<file path="src/rtl/mem_bus_pkg.sv">
// Shared definitions for the memory bus arbiter: FSM state encoding, the
// read data returned on a forced (timeout) completion, and grant encodings.
package mem_bus_pkg;

    typedef enum logic [1:0] {
        StIdle   = 2'b00,
        StBusyM0 = 2'b01,
        StBusyM1 = 2'b10
    } arb_state_e;

    localparam logic [31:0] TimeoutRdata = 32'hFFFF_FFFF;

    localparam logic [1:0] GrantNone = 2'b00;
    localparam logic [1:0] GrantM0   = 2'b01;
    localparam logic [1:0] GrantM1   = 2'b10;

    // Grant vector that corresponds to a given arbiter state.
    function automatic logic [1:0] grant_of(arb_state_e st);
        case (st)
            StBusyM0: return GrantM0;
            StBusyM1: return GrantM1;
            default:  return GrantNone;
        endcase
    endfunction

endpackage

</file>
<file path="src/rtl/mem_arbiter_timeout.sv">
// Timeout counter for the memory arbiter.
// Ports:
//   clk     - clock
//   reset   - synchronous active-high reset, clears the count
//   clear   - clears the count (held while the arbiter is idle)
//   enable  - counts one BUSY cycle without bus completion
//   expired - count has reached TIMEOUT_CYCLES
module mem_arbiter_timeout #(
    parameter int unsigned TIMEOUT_CYCLES = 255,
    parameter int unsigned TO_W           = 8
) (
    input  logic clk,
    input  logic reset,
    input  logic clear,
    input  logic enable,
    output logic expired
);

    logic [TO_W-1:0] count_q;

    // Holds at the limit so a stalled enable can never wrap back to zero.
    always_ff @(posedge clk) begin
        if (reset || clear) begin
            count_q <= '0;
        end else if (enable && !expired) begin
            count_q <= count_q + TO_W'(1);
        end
    end

    assign expired = (count_q == TO_W'(TIMEOUT_CYCLES));

endmodule

</file>
<file path="src/rtl/mem_arbiter.sv">
// Two-master round-robin arbiter in front of a shared memory bus.
// Master 0 is the CPU side, master 1 the DMA side. One transaction is in
// flight at a time; each transaction is followed by at least one idle cycle.
// Ports:
//   clk, reset          - clock, synchronous active-high reset
//   mX_valid/wstrb/addr/wdata - master X request (wstrb == 0 means read)
//   mX_ready/rdata      - master X completion and read data
//   s_valid/wstrb/addr/wdata  - request to the shared bus
//   s_ready/rdata       - shared bus completion and read data
//   grant               - registered one-hot owner, 00 when idle
//   err_timeout         - one-cycle pulse on forced completion
module mem_arbiter
    import mem_bus_pkg::*;
#(
    parameter int unsigned TIMEOUT_CYCLES = 255,
    parameter int unsigned TO_W           = 8
) (
    input  logic        clk,
    input  logic        reset,
    input  logic        m0_valid,
    input  logic [3:0]  m0_wstrb,
    input  logic [31:0] m0_addr,
    input  logic [31:0] m0_wdata,
    output logic        m0_ready,
    output logic [31:0] m0_rdata,
    input  logic        m1_valid,
    input  logic [3:0]  m1_wstrb,
    input  logic [31:0] m1_addr,
    input  logic [31:0] m1_wdata,
    output logic        m1_ready,
    output logic [31:0] m1_rdata,
    output logic        s_valid,
    output logic [3:0]  s_wstrb,
    output logic [31:0] s_addr,
    output logic [31:0] s_wdata,
    input  logic        s_ready,
    input  logic [31:0] s_rdata,
    output logic [1:0]  grant,
    output logic        err_timeout
);

    arb_state_e state_q, state_d;
    logic       last_q, last_d;   // last served master: 0 = m0, 1 = m1
    logic [1:0] grant_q, grant_d;

    logic        busy;
    logic        sel1;
    logic        req_valid;
    logic [3:0]  req_wstrb;
    logic [31:0] req_addr;
    logic [31:0] req_wdata;
    logic        rsp_ready;
    logic [31:0] rsp_rdata;
    logic        to_expired;

    assign busy = (state_q != StIdle);
    assign sel1 = (state_q == StBusyM1);

    // Request of whichever master owns the bus (only meaningful while busy).
    assign req_valid = sel1 ? m1_valid : m0_valid;
    assign req_wstrb = sel1 ? m1_wstrb : m0_wstrb;
    assign req_addr  = sel1 ? m1_addr  : m0_addr;
    assign req_wdata = sel1 ? m1_wdata : m0_wdata;

    mem_arbiter_timeout #(
        .TIMEOUT_CYCLES (TIMEOUT_CYCLES),
        .TO_W           (TO_W)
    ) u_timeout (
        .clk     (clk),
        .reset   (reset),
        .clear   (!busy),
        .enable  (busy && !s_ready),
        .expired (to_expired)
    );

    always_comb begin
        state_d     = state_q;
        last_d      = last_q;
        s_valid     = 1'b0;
        s_wstrb     = '0;
        s_addr      = '0;
        s_wdata     = '0;
        rsp_ready   = 1'b0;
        rsp_rdata   = '0;
        err_timeout = 1'b0;

        case (state_q)
            StIdle: begin
                // On a tie, m0 wins unless it was the one served last.
                if (m0_valid && (!m1_valid || last_q)) begin
                    state_d = StBusyM0;
                end else if (m1_valid) begin
                    state_d = StBusyM1;
                end
            end
            StBusyM0, StBusyM1: begin
                s_valid = req_valid;
                s_wstrb = req_wstrb;
                s_addr  = req_addr;
                s_wdata = req_wdata;
                if (!req_valid) begin
                    // Master abandoned its request: drop it silently.
                    state_d = StIdle;
                end else if (s_ready) begin
                    rsp_ready = 1'b1;
                    rsp_rdata = s_rdata;
                    state_d   = StIdle;
                    last_d    = sel1;
                end else if (to_expired) begin
                    rsp_ready   = 1'b1;
                    rsp_rdata   = TimeoutRdata;
                    err_timeout = 1'b1;
                    s_valid     = 1'b0;
                    state_d     = StIdle;
                    last_d      = sel1;
                end
            end
            default: begin
                state_d = StIdle;
            end
        endcase

        m0_ready = rsp_ready && !sel1;
        m0_rdata = sel1 ? '0 : rsp_rdata;
        m1_ready = rsp_ready && sel1;
        m1_rdata = sel1 ? rsp_rdata : '0;

        // Nothing may be signalled while reset is held, even mid-transaction.
        if (reset) begin
            s_valid     = 1'b0;
            m0_ready    = 1'b0;
            m1_ready    = 1'b0;
            err_timeout = 1'b0;
        end

        grant_d = grant_of(state_d);
    end

    always_ff @(posedge clk) begin
        if (reset) begin
            state_q <= StIdle;
            last_q  <= 1'b1;
            grant_q <= GrantNone;
        end else begin
            state_q <= state_d;
            last_q  <= last_d;
            grant_q <= grant_d;
        end
    end

    assign grant = grant_q;

endmodule

</file>
<file path="config.mk">
export PLATFORM = sky130hd
export DESIGN_NAME = mem_arbiter
export DESIGN_NICKNAME = d
export VERILOG_FILES = /design/src/rtl/mem_bus_pkg.sv /design/src/rtl/mem_arbiter_timeout.sv /design/src/rtl/mem_arbiter.sv
export SDC_FILE = /design/constraint.sdc
export NUM_CORES = 1
export LEC_CHECK = 0
export BUFFER_PORTS_ARGS = -buffer_cell sky130_fd_sc_hd__buf_2
export CAP_MARGIN = 10
export CORE_AREA = 2 2 119 121
export DETAILED_ROUTE_END_ITERATION = 8
export DIE_AREA = 0 0 121 123
export GPL_TIMING_DRIVEN = 1
export PLACE_DENSITY_LB_ADDON = 0.1
export SYNTH_ARGS = -nofsm -noshare
export SYNTH_HDL_FRONTEND = slang
export SYNTH_SLANG_ARGS = --single-unit
export TNS_END_PERCENT = 30
</file>
<file path="constraint.sdc">
create_clock -name clk -period 2.2 [get_ports clk]
set_input_delay 0.44 -clock clk [delete_from_list [all_inputs] [get_ports clk]]
set_output_delay 0.44 -clock clk [all_outputs]
set_load 0.05 [all_outputs]
</file>
* Word-level counts from Yosys, hierarchy flattened
Index checks and enable logic that the tools add are counted. Widths: inputs -> output; s select.
Storage, ports and cells: bits in registers 13, input port bits 173, output and inout port bits 138, word-level logic and storage cells 64
Cells by class: add/subtract/negate cells 1, eq/ne operators 5, multiplexer cells 37, reductions and logical operators 17
Operator list (number):
- $mux 32 | 10
- $mux 1 | 18
- $mux 2 | 5
- $add 8x1->8 const B | 1
- $eq 8x8->1 const B | 1
- $mux 4 | 2
- $pmux 2 s2 | 2
- $logic_and 1x1->1 | 5
- $logic_not 1->1 | 5
- $eq 2x1->1 const B | 2
- $eq 2x2->1 const B | 2
- $reduce_bool 2->1 | 2
- $reduce_and 3->1 | 1
- $logic_not 2->1 | 1
- $logic_or 1x1->1 | 2
- $reduce_or 2->1 | 1

* Longest topological paths before layout
depth after elaboration 7, gate-level depth with buffers 9, mapped depth without buffers 6

* Modules after synthesis
From an unflattened synthesis, not the netlist that was laid out.
Second synthesis, totals: cell total of the unflattened synthesis 347, area total of the unflattened synthesis 2636.3 sq um
By module, submodules not included:
- mem_arbiter | instances 1, cells an instance 298, area an instance 2210.9 sq um, seq. area each 100.1 sq um
- mem_arbiter_timeout | instances 1, cells an instance 49, area an instance 425.4 sq um, seq. area each 160.2 sq um

* Least setup slack after synthesis
OpenSTA, ideal clock, no wires.
path type flip-flop to output port, start point register state_q[0], end point output err_timeout, arrival 2.175 ns, required time 1.760 ns, setup slack -0.415 ns, cell stages (with the launch flop) 7, buffers on the path 1, cells stage by stage dfxtp_1 inv_1 ha_1 buf_2 mux2_1 nand2_1 nor3b_1
On the way: word-level cells in the longest chain between the ends 5, elaborated cells between the ends (all ways) 7, classes of those cells eq/ne: 2; mux: 4; reduce/logical: 1
Ends and longest elaborated chain:
- from (decl) | RTL line mem_arbiter.sv:42 | arb_state_e state_q, state_d;
- from (signal assigned) | RTL line mem_arbiter.sv:141 | state_q <= StIdle;
- from (signal assigned) | RTL line mem_arbiter.sv:145 | state_q <= state_d;
- $eq 2x2->1 * | RTL line mem_arbiter.sv:57 | assign sel1 = (state_q == StBusyM1);
- via sel1 | RTL line mem_arbiter.sv:47 | logic sel1;
- $mux 1 | RTL line mem_arbiter.sv:60 | assign req_valid = sel1 ? m1_valid : m0_valid;
- $mux 1 | RTL line mem_arbiter.sv:101 | if (!req_valid) begin
- $mux 1 * | RTL line mem_arbiter.sv:87 | case (state_q)
- $mux 1 * | RTL line mem_arbiter.sv:129 | if (reset) begin
- to (decl) | RTL line mem_arbiter.sv:39 | output logic err_timeout
The timed path passes the listed nets; every way through them passes the cells marked *.

* Worst setup path in the final report
start point register state_q[0], end point output m0_rdata[14]
On the way: word-level cells in the longest chain between the ends 5, elaborated cells between the ends (all ways) 7, classes of those cells eq/ne: 2; mux: 4; reduce/logical: 1
Ends and longest elaborated chain:
- $eq 2x2->1 * | RTL line mem_arbiter.sv:57
- via sel1 | RTL line mem_arbiter.sv:47
- $mux 1 | RTL line mem_arbiter.sv:60
- $mux 32 | RTL line mem_arbiter.sv:101
- $mux 32 | RTL line mem_arbiter.sv:87
- $mux 32 * | RTL line mem_arbiter.sv:124 | m0_rdata = sel1 ? '0 : rsp_rdata;
- to (decl) | RTL line mem_arbiter.sv:25 | output logic [31:0] m0_rdata,
Marks and branches as above.

==> results_dict.tcl <==
set metrics [dict create \
    outcome "finished with violations" \
    violations "setup timing" \
    drtIter0Drc 46 \
    yosys-top-cells-area "mux2i_1, nor2b_1, dfxtp_1" \
    setup_viol 70 \
    synth-main-ff-cell "dfxtp_1" \
    synthArstFlopShare 0 \
    gp_congestion 0.748 \
    ctsHoldBuffers 0 \
    synthTopCellsByCount "nor2b_1, mux2i_1, nor2_1" \
    power.density_mw_per_mm2 423 \
    clk_latency_ns 0.24 \
    hold_viol 0 \
    synth_area_sq_mm 0.00258 \
    critPathMaxStageDelay_ns 0.41 \
    rsz0062_at_grt "yes" \
    fin_area_sq_mm 0.00602 \
    ys_seq_area_frac 0.101 \
    antenna_left 0 \
    multi_input_area_sq_mm 0.00261 \
    wirelength_mm 12.4 \
    cts_root_buf "clkbuf_16" \
    core_sq_mm 0.0136 \
    syn-num-nets 513 \
    n_fill_cell 1313 \
    fin_worst_skew_ns 0.000608 \
    post-route-util 0.443 \
    reg2reg_from "u_timeout.count_q[1]" \
    setup_tns_ns -10.93 \
    synth_edf_count 0 \
    slew-limit-headroom 0.672 \
    post-route-drc-count 0 \
    max_freq_mhz 417 \
    synth.ff_latch_count 13 \
    yosysUniqueCellTypes 36 \
    antenna_found_initial 0 \
    clk_pin_slew_ns 0.05 \
    fin_nets 841 \
    start_util 0.190 \
    ys_warn_count 0 \
    vias 3573 \
    fin_crit_sh 1.09 \
    grt_usage 0.144 \
    worstSetupStartpoint "state_q[0]" \
    wire_per_inst_um 14.7 \
    timing.critical_path.to "m0_rdata[14]" \
    worst_pin_slew_ns 0.490 \
    clock-sinks 13 \
    die_w_um 121 \
    placed_area_sq_mm 0.00460 \
    fp.dieH_um 123 \
    grt_pass1_vias 3535 \
    crit_path_start_kind "flop" \
    grt_pass1_wl_mm 17.3 \
    syn2layout_area_growth_pct 133 \
    required_ns 1.76 \
    syn_area_per_cell_sq_um 7.69 \
    htree_levels 1 \
    dieArea_sq_mm 0.0149 \
    num_antenna_cells 0 \
    post-route-min-period_ns 2.40 \
    worstPathMaxFanout 16 \
    slew_violations 0 \
    io_buffers 310 \
    p_leak_uw 0.00269 \
    synth_area_leader_cell "mux2i_1" \
    reg2regPathDepth 8 \
    finalWorstSetupSlack_ns -0.196 \
    syn_inst 336 \
    seq_area_sq_um 268 \
    yosysMostFrequentCell "nor2b_1" \
    clockBufferDepth 2 \
    cts_tree "built" \
    hpwl_mm 8.94 \
    drive_gt1_frac 0.694 \
    dp_worst_setup_slack_ns -0.142 \
    grt_overflow 0 \
    arrival_ns 1.96 \
    slowest_stage "or3_4" \
    cap_violations 0 \
    worst-setup-path-type "reg -> out" \
    dr.pass1.iters 4 \
    cts_made_buffers 3 \
    grt_max_degree 70 \
    worstPathCellList "inv_4 -> ha_4 -> mux2_4 -> nand2_2 -> or3_4 -> buf_16 -> nor2_4 -> buf_8" \
    fp-row-count 43 \
    crit_path_end_kind "primary output" \
    ios 311 \
    viasPerCell 4.24 \
    worst_hold_path_type "reg -> reg" \
    synth_top_area_frac 0.267 \
    reg2reg_to "grant[0]" \
    rrSetupSlack_ns 0.37 \
    ir_drop_mv 0.306 \
]
==> area by class of cell <==
cell class	instances	area share
repair buffers	352	0.470
well taps	180	0.0374
flip-flops and latches	13	0.0444
clock buffers	4	0.0131
inverters	2	0.00166
multi-input cells	292	0.433
==> per-stage QoR <==
step	power, uW	hold slack [ns]	std cells
2_1_floorplan	1450	0.467	336
3_3_place_gp	1920	0.498	827
3_5_place_dp	1920	0.506	827
4_1_cts	2410	0.511	837
5_1_grt	2670	0.551	843
6_report	2550	0.514	843
==> sequential cells by signal (all words and copies together), names as in the netlist <==
register           flops
grant                  2
last_q                 1
state_q                2
u_timeout.count_q      8
==> where the power goes <==
group	internal (uW)	leakage [uW]	switching [uW]
clock	245	0.0000382	100
combinational	743	0.00254	1200
sequential	247	0.000108	7.81
==> per-layer routing <==
metal | up-vias | track usage | share of wire
met5 | - | 0 | 0
met4 | 0 | 0.0203 | 0.0060
met3 | 6 | 0.0254 | 0.075
met2 | 179 | 0.312 | 0.59
met1 | 1619 | 0.140 | 0.33
li1 | 1769 | - | -
==> critical path: cells and delay by family, from the launching register on <==
family | cells | cell delay, ns
adder cells (fa/ha/maj) | 1 | 0.16
buffers and inverters | 3 | 0.43
flip-flops | 1 | 0.34
multiplexers | 1 | 0.20
AND/OR/NAND/NOR | 3 | 0.58
==> how the worst min path moves through the flow <==
stage,startpoint,end,cells after the start
floorplan,last_q,last_q,2
global placement,last_q,last_q,2
detailed placement,last_q,last_q,2
CTS,last_q,last_q,2
global route,last_q,last_q,2
finish,last_q,last_q,2
==> cells by family after synthesis <==
logic type / synth area share
xor+xnor: 0.0203
simple gates: 0.490
fa+ha+maj: 0.0194
flops: 0.101
buf+inv: 0.0697
compound gates: 0.0286
mux: 0.272
==> repair_timing <==
action / CTS / global route
endpoints found under the setup margin: 134 / 135
setup buffers: 2 / 4
gates resized for setup: 206 / 169
pin swaps: 5 / 30
cloned: 4 / 2
==> cells in the final DEF, fill, tap and decap left out, types with 5 or more instances in the layout <==
master,instances
xnor2_1,5
buf_12,5
buf_16,5
nor2b_1,82
clkbuf_4,6
nor3_1,5
nor2_1,8
buf_6,60
nor2b_4,6
buf_4,49
nor2b_2,13
clkbuf_16,5
dfxtp_1,9
mux2i_1,66
buf_8,33
buf_2,192
nor2_4,66
Power figures use the tool's default switching activity.
